==> src/rtl/cpu_types_pkg.sv <==
// Shared CPU types: register/word aliases plus writeback select and halt-sequencing state.
package cpu_types_pkg;

  localparam int unsigned REG_W  = 5;
  localparam int unsigned WORD_W = 32;

  typedef logic [REG_W-1:0]  regbits_t;
  typedef logic [WORD_W-1:0] word_t;

  // Encodings 4-7 are unused and fall back to the ALU result.
  typedef enum logic [2:0] {
    WB_ALU  = 3'd0,
    WB_LOAD = 3'd1,
    WB_NPC  = 3'd2,
    WB_UIMM = 3'd3
  } wb_sel_t;

  typedef enum logic [1:0] {
    RUN    = 2'd0,
    DRAIN  = 2'd1,
    HALTED = 2'd2
  } wb_state_t;

endpackage

==> src/rtl/writeback_unit.sv <==
// Final pipeline stage: register-file write, WB->EX forwarding, retire tracking
// and halt sequencing (dcache flush request, then core halt).
module writeback_unit
  import cpu_types_pkg::*;
#(
  parameter int unsigned CNT_W = 32
) (
  input  logic             CLK,
  input  logic             RST,
  input  logic             wb_en,
  input  logic             valid_i,
  input  logic             regWr_i,
  input  logic [4:0]       rd_i,
  input  logic [2:0]       rdSel_i,
  input  logic [31:0]      port_out_i,
  input  logic [31:0]      dmemload_i,
  input  logic [31:0]      zeroExt_i,
  input  logic [31:0]      npc_i,
  input  logic [31:0]      curr_pc_i,
  input  logic             halt_i,
  input  logic             flushed,
  output logic             rf_WEN,
  output logic [4:0]       rf_wsel,
  output logic [31:0]      rf_wdat,
  output logic             fwd_en,
  output logic [4:0]       fwd_rd,
  output logic [31:0]      fwd_data,
  output logic             dcache_halt,
  output logic             cpu_halt,
  output logic [CNT_W-1:0] retired,
  output logic [31:0]      last_pc
);

  wb_state_t        state_q, state_d;
  logic [CNT_W-1:0] retired_q, retired_d;
  word_t            last_pc_q, last_pc_d;
  logic             dcache_halt_q, dcache_halt_d;
  logic             cpu_halt_q, cpu_halt_d;

  word_t    sel_data;
  wb_sel_t  sel;
  logic     retire;
  logic     wr_en;

  // Writeback data select.
  always_comb begin
    sel      = wb_sel_t'(rdSel_i);
    sel_data = port_out_i;
    case (sel)
      WB_ALU:  sel_data = port_out_i;
      WB_LOAD: sel_data = dmemload_i;
      WB_NPC:  sel_data = npc_i;
      WB_UIMM: sel_data = zeroExt_i;
      default: sel_data = port_out_i;
    endcase
  end

  // Retire/write qualification, counters and halt sequencing.
  always_comb begin
    state_d       = state_q;
    retired_d     = retired_q;
    last_pc_d     = last_pc_q;

    retire = wb_en & valid_i & (state_q == RUN);
    wr_en  = retire & regWr_i & (rd_i != 5'd0) & ~halt_i;

    if (retire) begin
      retired_d = retired_q + CNT_W'(1);
      last_pc_d = curr_pc_i;
    end

    case (state_q)
      RUN:     if (retire && halt_i) state_d = DRAIN;
      DRAIN:   if (flushed)          state_d = HALTED;
      HALTED:  state_d = HALTED;
      default: state_d = RUN;
    endcase

    // Registered halt outputs track the state being entered.
    dcache_halt_d = (state_d != RUN);
    cpu_halt_d    = (state_d == HALTED);
  end

  always_ff @(posedge CLK or posedge RST) begin
    if (RST) begin
      state_q       <= RUN;
      retired_q     <= '0;
      last_pc_q     <= '0;
      dcache_halt_q <= 1'b0;
      cpu_halt_q    <= 1'b0;
    end else begin
      state_q       <= state_d;
      retired_q     <= retired_d;
      last_pc_q     <= last_pc_d;
      dcache_halt_q <= dcache_halt_d;
      cpu_halt_q    <= cpu_halt_d;
    end
  end

  // Write port and forwarding path are zero whenever no write is taking place.
  always_comb begin
    rf_WEN   = wr_en;
    rf_wsel  = wr_en ? rd_i : 5'd0;
    rf_wdat  = wr_en ? sel_data : 32'd0;
    fwd_en   = rf_WEN;
    fwd_rd   = rf_wsel;
    fwd_data = rf_wdat;
  end

  assign dcache_halt = dcache_halt_q;
  assign cpu_halt    = cpu_halt_q;
  assign retired     = retired_q;
  assign last_pc     = last_pc_q;

endmodule
==> config.mk <==
export PLATFORM = sky130hd
export DESIGN_NAME = writeback_unit
export DESIGN_NICKNAME = d
export VERILOG_FILES = /design/src/rtl/cpu_types_pkg.sv /design/src/rtl/writeback_unit.sv
export SDC_FILE = /design/constraint.sdc
export NUM_CORES = 1
export LEC_CHECK = 0
export ABC_AREA = 1
export ABC_CLOCK_PERIOD_IN_PS = 2300
export CELL_PAD_IN_SITES_DETAIL_PLACEMENT = 1
export CELL_PAD_IN_SITES_GLOBAL_PLACEMENT = 1
export CORE_MARGIN = 2
export CORE_UTILIZATION = 23
export DETAILED_ROUTE_END_ITERATION = 8
export PLACE_DENSITY = 0.85
export REMOVE_ABC_BUFFERS = 1
export SLEW_MARGIN = 15
export SYNTH_ARGS = -nofsm -noshare
export SYNTH_HDL_FRONTEND = slang
export SYNTH_SLANG_ARGS = --single-unit
==> constraint.sdc <==
create_clock -name CLK -period 2.3 [get_ports CLK]
set_clock_uncertainty 0.15 [all_clocks]
set_input_delay 0.23 -clock CLK [delete_from_list [all_inputs] [get_ports CLK]]
set_output_delay 0.23 -clock CLK [all_outputs]
set_load 0.005 [all_outputs]
Word level (Yosys, flattened, before mapping)
Cells that the tools add are included.

word-level totals
  register bits = 68
  input port bits = 175
  output and inout bits = 142
  word-level logic and storage cells = 28

cells by class
  add/sub/neg operators = 1
  equality and inequality tests = 6
  multiplexer cells = 6
  bitwise gates (word level) = 6
  reductions and logical operators = 4

operator list
  kind                   number
  $pmux 32 s3            1
  $add 32x1->32 const B  1
  $mux 32                1
  $eq 3x2->1 const B     2
  $pmux 2 s3             1
  $and 1x1->1            5
  $mux 5                 1
  $reduce_bool 5->1      1
  $eq 2x2->1 const B     2
  $mux 2                 2
  $eq 3x1->1 const B     1
  $eq 2x1->1 const B     1
  $logic_not 2->1        1
  $reduce_bool 2->1      1
  $logic_and 1x1->1      1
  $not 1->1              1

Logic depth before layout (Yosys ltp)
Gate-level depths: netlist (run 1).

  depth after elaboration = 6
  depth in mapped cells = 10
  mapped depth without buffers = 8

Least setup slack after synthesis (run 1)
Ideal clock, no wire load.

  path type = flip-flop to output port
  from = register state_q[0]
  to = output rf_wdat[19]
  arrival time = 1548 ps
  data required time = 1920 ps
  slack = 372 ps
  stages on the path, launching flop included = 9
  path buffers = 2
  cell sequence = dfrtp_1 -> nor2_4 -> nand3_4 -> nor3_4 -> nand2_4 -> clkinv_2 -> buf_6 -> and2_1 -> buf_4

between the ends
  cells in the longest elaborated chain, start to end = 6

ends and longest elaborated chain
  element                   RTL line               source
  start, declared           writeback_unit.sv:34   wb_state_t state_q, state_d;
  start signal, assigned    writeback_unit.sv:92   state_q <= state_d;
  $logic_not 2->1           writeback_unit.sv:64   retire = wb_en & valid_i & (state_q == RUN);
  $and 1x1->1               writeback_unit.sv:64
  $and 1x1->1 (3 in a row)  writeback_unit.sv:65   wr_en = retire & regWr_i & (rd_i != 5'd0) & ~halt_i;
  via fwd_en                writeback_unit.sv:25   output logic fwd_en,
  $mux 32                   writeback_unit.sv:104  rf_wdat = wr_en ? sel_data : 32'd0;
  end, declared             writeback_unit.sv:24   output logic [31:0] rf_wdat,

The timed path passes the listed nets, and every way through them passes these cells.

Worst setup path in the final report (run 1)
  from = register state_q[0]
  to = output rf_wdat[20]

between the ends
  cells in the longest elaborated chain, start to end = 6

ends and longest elaborated chain
  element                   RTL line
  $logic_not 2->1           writeback_unit.sv:64
  $and 1x1->1               writeback_unit.sv:64
  $and 1x1->1 (3 in a row)  writeback_unit.sv:65
  $mux 32                   writeback_unit.sv:104

Every way passes these cells.

==> results of run 1 <==
[worst max path at each step]
| stage | from | to | slack, ns | depth (start not counted) |
|---|---|---|---|---|
| floorplan | rdSel_i[1] | fwd_data[11] | -0.26 | 6 |
| global placement | rd_i[4] | rf_wdat[10] | -0.35 | 9 |
| detailed placement | rdSel_i[0] | rf_wdat[18] | -0.38 | 9 |
| CTS | state_q[1] | fwd_data[20] | -0.16 | 11 |
| global route | state_q[0] | rf_wdat[20] | -0.19 | 11 |
| finish | state_q[0] | rf_wdat[20] | -0.09 | 11 |
[cell families after synthesis]
group / count (synthesis)
simple gates: 474
xor+xnor: 15
buf+inv: 99
fa+ha+maj: 1
compound gates: 19
flops: 68
[repair_timing]
action                     4_1_cts  5_1_grt
resized for setup              390       31
buffers inserted                22       10
setup endpoints to repair       76       74
hold endpoints to repair         0        0
gates cloned                     3        1
pin swaps                        9       10
[report_power, final]
| part | internal (uW) | switching [uW] | total (uW) |
|---|---|---|---|
| clock network | 949 | 537 | 1490 |
| registers | 1540 | 227 | 1770 |
| logic | 1240 | 845 | 2080 |
| total | 3730 | 1610 | 5340 |
[per-stage QoR]
step / area [um2] / cells / setup TNS [ns] / total power, uW / util
after floorplan: 4150 / 615 / -13.60 / 2310 / -
after global placement: 8070 / 1239 / -16.70 / 3680 / 0.414
after detailed placement: 8070 / 1239 / -19.17 / 3760 / 0.414
after CTS: 8800 / 1280 / -2.82 / 5380 / 0.452
after global routing: 8900 / 1291 / -5.94 / 5650 / 0.457
final: 8900 / 1292 / -0.684 / 5340 / 0.457
[registers in the layout (all words and copies together), names as in the netlist]
signal	cells
cpu_halt	1
dcache_halt	1
last_pc	32
retired	32
state_q	2
[routing by layer]
layer,vias up,track usage
met4,0,0.137
met2,300,0.403
met3,68,0.0593
li1,2770,-
met5,-,0
met1,2867,0.249
[layout make-up]
cell class | count | area share
clock buffer | 10 | 0.0257
sequential | 68 | 0.191
antenna | 6 | 0.00169
inverter | 38 | 0.0169
timing repair buffer | 390 | 0.437
clock inverter | 6 | 0.00998
tap | 265 | 0.0372
multi-input combinational | 509 | 0.280
[critical path, cell delays in order, from the launching register on]
cell     delay, ns
dfrtp_1       0.41
nor2_4        0.15
nand3_4       0.09
nor3_4        0.20
nand2_4       0.11
inv_8         0.08
buf_12        0.11
buf_12        0.10
buf_8         0.10
buf_6         0.08
and2_4        0.15
buf_6         0.09
[layout by cell type, fill, tap and decap left out, drive strengths merged]
cell,instances
a21oi,9
a31oi,1
and2,25
buf,135
bufinv,2
clkbuf,16
clkdlybuf4s15,3
clkdlybuf4s50,238
clkinv,3
clkinvlp,2
dfrtp,68
diode,6
dlygate4sd2,6
dlymetal6s2s,2
ha,1
inv,37
nand2,289
nand3,49
nand3b,5
nand4,27
nor2,65
nor3,4
nor3b,1
o21ai,9
or2,9
xnor2,6
xor2,9
==> results.py, run 1 <==
metrics = {
    "global_routing": {
        "grt_first_pass_wirelength_mm": 36.1,
        "antenna_found_initial": 6,
        "grt_pass1_vias": 6327,
        "grt.total_usage": 0.230,
        "grt_max_degree": 42,
        "grt_overflow": 0,
    },
    "floorplan": {
        "fp.dieArea_um2": 20900,
        "die_w_um": 145,
        "initial_core_util": 0.234,
        "core_area_um2": 19500,
        "rows": 51,
        "pin_count": 317,
        "die_h_um": 145,
    },
    "run_status": {
        "violations": "negative setup slack",
        "status": "finished with violations",
    },
    "synthesis": {
        "ys.flop_type": "dfrtp_1",
        "synth_xor_area_frac": 0.0289,
        "netlist_top_cells_area": "dfrtp_1 (37%), nand2_1 (24%), buf_4 (6.3%)",
        "netlist_area_um2": 4550,
        "synth_edf_count": 0,
        "ys_top_cells_by_count": "nand2_1 (288), dfrtp_1 (68), nor2_1 (63)",
        "yosys.area_share.simple": 0.453,
        "synthMuxAreaShare": 0,
        "yosysMostFrequentCell": "nand2_1",
        "synth_top_cell_by_area": "dfrtp_1",
        "ys_types": 31,
        "synth_top_family_by_area": "simple AND/OR/NAND/NOR gates",
        "synth_cells": 676,
        "ys_seq_area_frac": 0.374,
        "yosys_register_bits": 68,
        "synthAdderAreaFrac": 0.00275,
        "synthArstFlopShare": 1.00,
        "synth_compound_area_frac": 0.0212,
        "yosysTopAreaCellShare": 0.374,
        "synth_warnings": 0,
        "synth.avg_cell_area_um2": 6.73,
    },
    "finish": {
        "fin_nets": 1192,
        "multiInputGateArea_um2": 2490,
        "seqCellArea_um2": 1700,
        "area_delta_synth_final_pct": 95.8,
        "fillCellCount": 2366,
        "drive_above_1_share": 0.221,
    },
    "critical_path": {
        "path_max_fanout": 4,
        "crit_required_ns": 1.92,
        "ff2ff_setup_slack_ns": 0.24,
        "r2r-end": "retired[17]",
        "critPathLaunchType": "flip-flop",
        "end_kind": "primary output",
        "crit_type": "reg -> out",
        "cp.arrival_ns": 2.01,
        "r2r_cells": 10,
        "reg2reg_from": "state_q[0]",
    },
    "placed_design": {
        "placement.io_buffers": 316,
        "gp_congestion": 0.919,
        "dpl.hpwl_mm": 19.0,
        "post-place-ws_ns": -0.382,
    },
    "clock_network": {
        "clkSlewWorstSetupHoldPaths_ns": 0.06,
        "cts_max_path_buffers": 2,
        "clock_latency_ns": 0.33,
        "cts_tree": "yes",
        "cts_max_level": 3,
        "ctsHoldBuffers": 0,
        "cts.sinks": 68,
        "cts_buffers": 9,
        "root_buffer": "clkbuf_16",
    },
    "power_and_ir_drop": {
        "vdd_ir_drop_max_v": 0.000561,
        "power.leakage_uw": 0.00404,
        "powerDensity_nw_per_um2": 600,
    },
    "timing": {
        "fin_crit_sh": 1.04,
        "rsz0062_at_grt": "true",
        "setup_violations": 29,
        "worst_pin_slew_ns": 0.510,
        "timing.final.crit_period_ns": 2.39,
        "maxSlewViolCount": 0,
        "finalHoldViolations": 0,
        "timing.hold.ws_ns": 0.152,
        "slew_headroom": 0.660,
        "fin_ws_ns": -0.0879,
        "fmaxAchievable_mhz": 419,
    },
    "routing": {
        "ant_nets": 0,
        "m1WireLength_mm": 9.26,
        "vias_per_cell": 4.65,
        "dr.first_iter.drc_count": 169,
        "drc": 0,
        "drt-total-wl_mm": 25.3,
        "drt_first_pass_iters": 4,
        "top_layer": "met4",
        "drt-wirelength-per-cell_um": 19.6,
        "met2WireLength_mm": 12.6,
        "wl_met3_mm": 2.09,
        "vias": 6005,
    },
    "run": {
        "cap_violations": 0,
    },
    "worst_hold_path": {
        "hold_class": "in -> async",
    },
}
Note: power is estimated with default switching activity, not from simulation.
==> inputs of run 2 (changes only) <==
- GPL_TIMING_DRIVEN: default -> 0
==> results.py, run 2 (synthesized netlist as in run 1, its figures left out) <==
metrics = {
    "clock_network": {
        "root_buffer": "clkbuf_16",
        "cts_max_level": 3,
        "clkSlewWorstSetupHoldPaths_ns": 0.06,
        "cts_buffers": 9,
        "ctsHoldBuffers": 0,
        "clock_latency_ns": 0.34,
        "cts_max_path_buffers": 2,
        "cts_tree": "yes",
        "cts.sinks": 68,
    },
    "power_and_ir_drop": {
        "vdd_ir_drop_max_v": 0.000504,
        "power_uw": 5080,
        "comb_power_share": 0.399,
        "power.leakage_uw": 0.00415,
        "switching_share": 0.314,
        "p_switching_uw": 1590,
        "p_clk_frac": 0.254,
        "powerDensity_nw_per_um2": 599,
        "power_frac_seq": 0.347,
        "internal-power_uw": 3480,
    },
    "routing": {
        "drt-wirelength-per-cell_um": 19.7,
        "drt_first_pass_iters": 4,
        "dr.first_iter.drc_count": 125,
        "vias": 5843,
        "ant_nets": 0,
        "drt-total-wl_mm": 24.9,
        "vias_per_cell": 4.64,
        "drc": 0,
    },
    "floorplan": {
        "die_w_um": 145,
        "pin_count": 317,
        "core_area_um2": 19500,
        "fp.dieArea_um2": 20900,
        "initial_core_util": 0.234,
        "die_h_um": 145,
        "rows": 51,
    },
    "finish": {
        "drive_above_1_share": 0.165,
        "most-common-layout-cells": "nand2_1 (285), clkdlybuf4s50_1 (237), dfrtp_1 (68)",
        "fin_nets": 1160,
        "fin_util": 0.435,
        "area_delta_synth_final_pct": 86.4,
        "final_common_cell": "nand2_1",
        "fin_cells": 1260,
    },
    "timing": {
        "rsz0062_at_grt": "true",
        "timing.hold.ws_ns": 0.0346,
        "fmaxAchievable_mhz": 428,
        "slew_headroom": 0.663,
        "worst_pin_slew_ns": 0.504,
        "finalHoldViolations": 0,
        "maxSlewViolCount": 0,
        "timing.final.crit_period_ns": 2.34,
        "fin_ws_ns": -0.0351,
        "fin_crit_sh": 1.02,
        "setup_violations": 2,
    },
    "run_status": {
        "status": "finished with violations",
        "violations": "negative setup slack",
    },
    "global_routing": {
        "grt_max_degree": 56,
        "grt_pass1_vias": 6065,
        "grt_first_pass_wirelength_mm": 34.3,
        "grt_overflow": 0,
        "grt.total_usage": 0.221,
        "antenna_found_initial": 5,
    },
    "critical_path": {
        "crit_required_ns": 1.92,
        "end_kind": "primary output",
        "path_max_fanout": 5,
        "r2r_cells": 8,
        "cp.arrival_ns": 1.96,
        "critPathLaunchType": "flip-flop",
        "crit_type": "reg -> out",
    },
    "placed_design": {
        "placed_cells": 1200,
        "placement.io_buffers": 316,
        "dpl.hpwl_mm": 17.7,
        "gp_congestion": 0.833,
    },
    "worst_hold_path": {
        "hold_class": "in -> async",
    },
    "run": {
        "cap_violations": 0,
    },
}
-- run 2: cell type report --
class	instances	area, um2
diodes	6	15.0
clock buffers	11	243
clock inverters	5	27.5
fillers	2398	11000
inverters	38	170
multi-input cells	511	2460
flip-flops and latches	68	1700
well taps	265	332
repair buffers	351	3460
repair inverters	5	60.1
-- run 2: final timing paths --
path / startpoint / end / slack, ns
max reg2reg: retired[0] / retired[18] / 0.25
min reg2reg: last_pc[9] / last_pc[9] / 0.32
min: RST / last_pc[12] / 0.03
max: state_q[1] / rf_wdat[14] / -0.04
min in group CLK: curr_pc_i[25] / last_pc[25] / 0.28
max in group asynchronous: RST / retired[3] / 1.40
-- run 2: power by group through the flow --
stage	Combinational, uW	Sequential, uW	Clock (uW)
final	2030	1760	1290
after detailed placement	1860	1780	0
after global routing	2200	1810	1370
after floorplan	523	1790	0
after global placement	1790	1760	0
after CTS	1990	1770	1320
-- run 2: layer usage --
layer  share of wire  vias up  track usage
li1                -     2712            -
met5               0        -            0
met1            0.36     2827        0.230
met2            0.50      255        0.387
met3           0.086       49       0.0735
met4           0.049        0        0.130
-- run 2: timing repair --
item,4_1_cts,5_1_grt
pin swaps,8,4
setup buffers,18,12
cloned,5,3
resized for setup,121,148
setup endpoints to repair,80,71
-- run 2: worst max-delay path: stages, from the launching register on --
cell,delay [ns]
dfrtp_1,0.41
nor2_4,0.15
nand3_4,0.10
nor3_4,0.20
nand2_4,0.11
buf_12,0.15
clkinv_8,0.05
buf_12,0.10
buf_4,0.10
and2_4,0.13
buf_2,0.13
-- run 2: metrics by stage --
stage	setup slack, ns	cell area [um2]	TNS, ns
final	-0.0351	8470	-0.0492
after global routing	-0.104	8470	-0.556
after CTS	-0.295	8320	-7.58
after detailed placement	-1.64	7750	-104.27
after global placement	-2.86	7640	-297.60
after floorplan	-0.260	4150	-13.60
==> inputs of run 3 (changes only) <==
- HOLD_SLACK_MARGIN: default -> 0.03
- RECOVER_POWER: default -> 50
==> results.py, run 3 (synthesized netlist as in run 1, its figures left out) <==
metrics = {
    "clock_network": {
        "cts.sinks": 68,
        "clkSlewWorstSetupHoldPaths_ns": 0.06,
        "cts_max_path_buffers": 2,
        "root_buffer": "clkbuf_16",
        "clock_latency_ns": 0.33,
        "cts_max_level": 3,
        "cts_buffers": 9,
        "cts_tree": "yes",
    },
    "run_status": {
        "violations": "negative setup slack",
        "status": "finished with violations",
    },
    "global_routing": {
        "grt_overflow": 0,
        "grt_max_degree": 56,
        "antenna_found_initial": 5,
        "grt_pass1_vias": 6074,
        "grt.total_usage": 0.221,
        "grt_first_pass_wirelength_mm": 34.3,
    },
    "finish": {
        "fin_nets": 1161,
        "area_delta_synth_final_pct": 86.5,
        "most-common-layout-cells": "nand2_1 (285), clkdlybuf4s50_1 (236), dfrtp_1 (68)",
        "fin_util": 0.436,
        "fin_cells": 1261,
        "final_common_cell": "nand2_1",
        "drive_above_1_share": 0.164,
    },
    "power_and_ir_drop": {
        "internal-power_uw": 3480,
        "power_frac_seq": 0.347,
        "vdd_ir_drop_max_v": 0.000504,
        "power_uw": 5070,
        "power.leakage_uw": 0.00414,
        "p_clk_frac": 0.255,
        "powerDensity_nw_per_um2": 598,
        "p_switching_uw": 1590,
        "switching_share": 0.314,
        "comb_power_share": 0.398,
    },
    "floorplan": {
        "core_area_um2": 19500,
        "die_h_um": 145,
        "initial_core_util": 0.234,
        "pin_count": 317,
        "die_w_um": 145,
        "rows": 51,
        "fp.dieArea_um2": 20900,
    },
    "routing": {
        "vias": 5807,
        "drt-wirelength-per-cell_um": 19.7,
        "dr.first_iter.drc_count": 116,
        "ant_nets": 0,
        "drt-total-wl_mm": 24.8,
        "drc": 0,
        "vias_per_cell": 4.61,
        "drt_first_pass_iters": 4,
    },
    "critical_path": {
        "path_max_fanout": 5,
        "crit_type": "reg -> out",
        "critPathLaunchType": "flip-flop",
        "cp.arrival_ns": 1.95,
        "end_kind": "primary output",
        "crit_required_ns": 1.92,
    },
    "timing": {
        "finalHoldViolations": 0,
        "slew_headroom": 0.499,
        "maxSlewViolCount": 0,
        "fin_crit_sh": 1.01,
        "setup_violations": 2,
        "fmaxAchievable_mhz": 430,
        "fin_ws_ns": -0.0267,
        "finalSetupTns_ns": -0.0400,
        "worst_pin_slew_ns": 0.747,
        "timing.final.crit_period_ns": 2.33,
        "rsz0062_at_grt": "true",
    },
    "worst_hold_path": {
        "hold_class": "in -> reg",
    },
    "placed_design": {
        "placement.io_buffers": 316,
        "placed_cells": 1200,
        "gp_congestion": 0.833,
        "dpl.hpwl_mm": 17.7,
    },
    "run": {
        "cap_violations": 0,
    },
}
run 3: worst paths after layout:
check                              startpoint           to  slack (ns)  cells after the start
worst max-delay path               state_q[1]  rf_wdat[14]       -0.03                     10
worst min-delay path            curr_pc_i[25]  last_pc[25]        0.28                      3
worst max register to register     retired[0]  retired[18]        0.26                      8
worst min register to register     last_pc[9]   last_pc[9]        0.32                      2
max in group asynchronous                 RST   retired[3]        0.44                      4
min in group asynchronous                 RST  last_pc[12]        0.85                      3
run 3: per-stage QoR:
step	cell area (um2)	worst slack [ns]	hold slack (ns)
floorplan	4150	-0.260	0.197
global placement	7640	-2.86	0.302
detailed placement	7750	-1.64	0.308
CTS	8330	-0.295	0.268
global route	8470	-0.104	0.285
finish	8480	-0.0267	0.282
run 3: repair_timing:
action                                 4_1_cts  5_1_grt
resized for setup                          121      148
gates cloned                                 5        3
setup endpoints to repair                   80       71
pin swaps                                    8        4
hold buffers                                 1        0
buffers inserted                            18       12
endpoints found under the hold margin        8        0
run 3: cell type report:
cell class,count,area [um2]
Fill cell,2398,11000
Clock buffer,11,243
Antenna cell,6,15.0
Tap cell,265,332
Timing Repair inverter,5,60.1
Sequential cell,68,1700
Clock inverter,5,27.5
Multi-Input combinational cell,511,2460
Timing Repair Buffer,352,3470
Inverter,38,169
run 3: critical path: stages (launching register included):
cell      delay (ns)
dfrtp_1         0.41
nor2_4          0.15
nand3_4         0.10
nor3_4          0.20
nand2_4         0.11
buf_12          0.15
clkinv_8        0.05
buf_12          0.10
buf_4           0.10
and2_4          0.13
buf_2           0.12
run 3: routing by layer:
| layer | share of wire | global-route usage | vias to the layer above | wire length (um) |
|---|---|---|---|---|
| li1 | - | - | 2717 | - |
| met1 | 0.36 | 0.230 | 2787 | 9010 |
| met2 | 0.50 | 0.388 | 251 | 12400 |
| met3 | 0.087 | 0.0735 | 52 | 2170 |
| met4 | 0.050 | 0.130 | 0 | 1250 |
| met5 | 0 | 0 | - | 0 |
run 3: power groups by stage:
stage          registers [uW]  clock network, uW  logic (uW)
4_1_cts                  1770               1320        1990
3_5_place_dp             1780                  0        1860
3_3_place_gp             1760                  0        1790
5_1_grt                  1810               1370        2190
6_report                 1760               1290        2020
2_1_floorplan            1790                  0         523
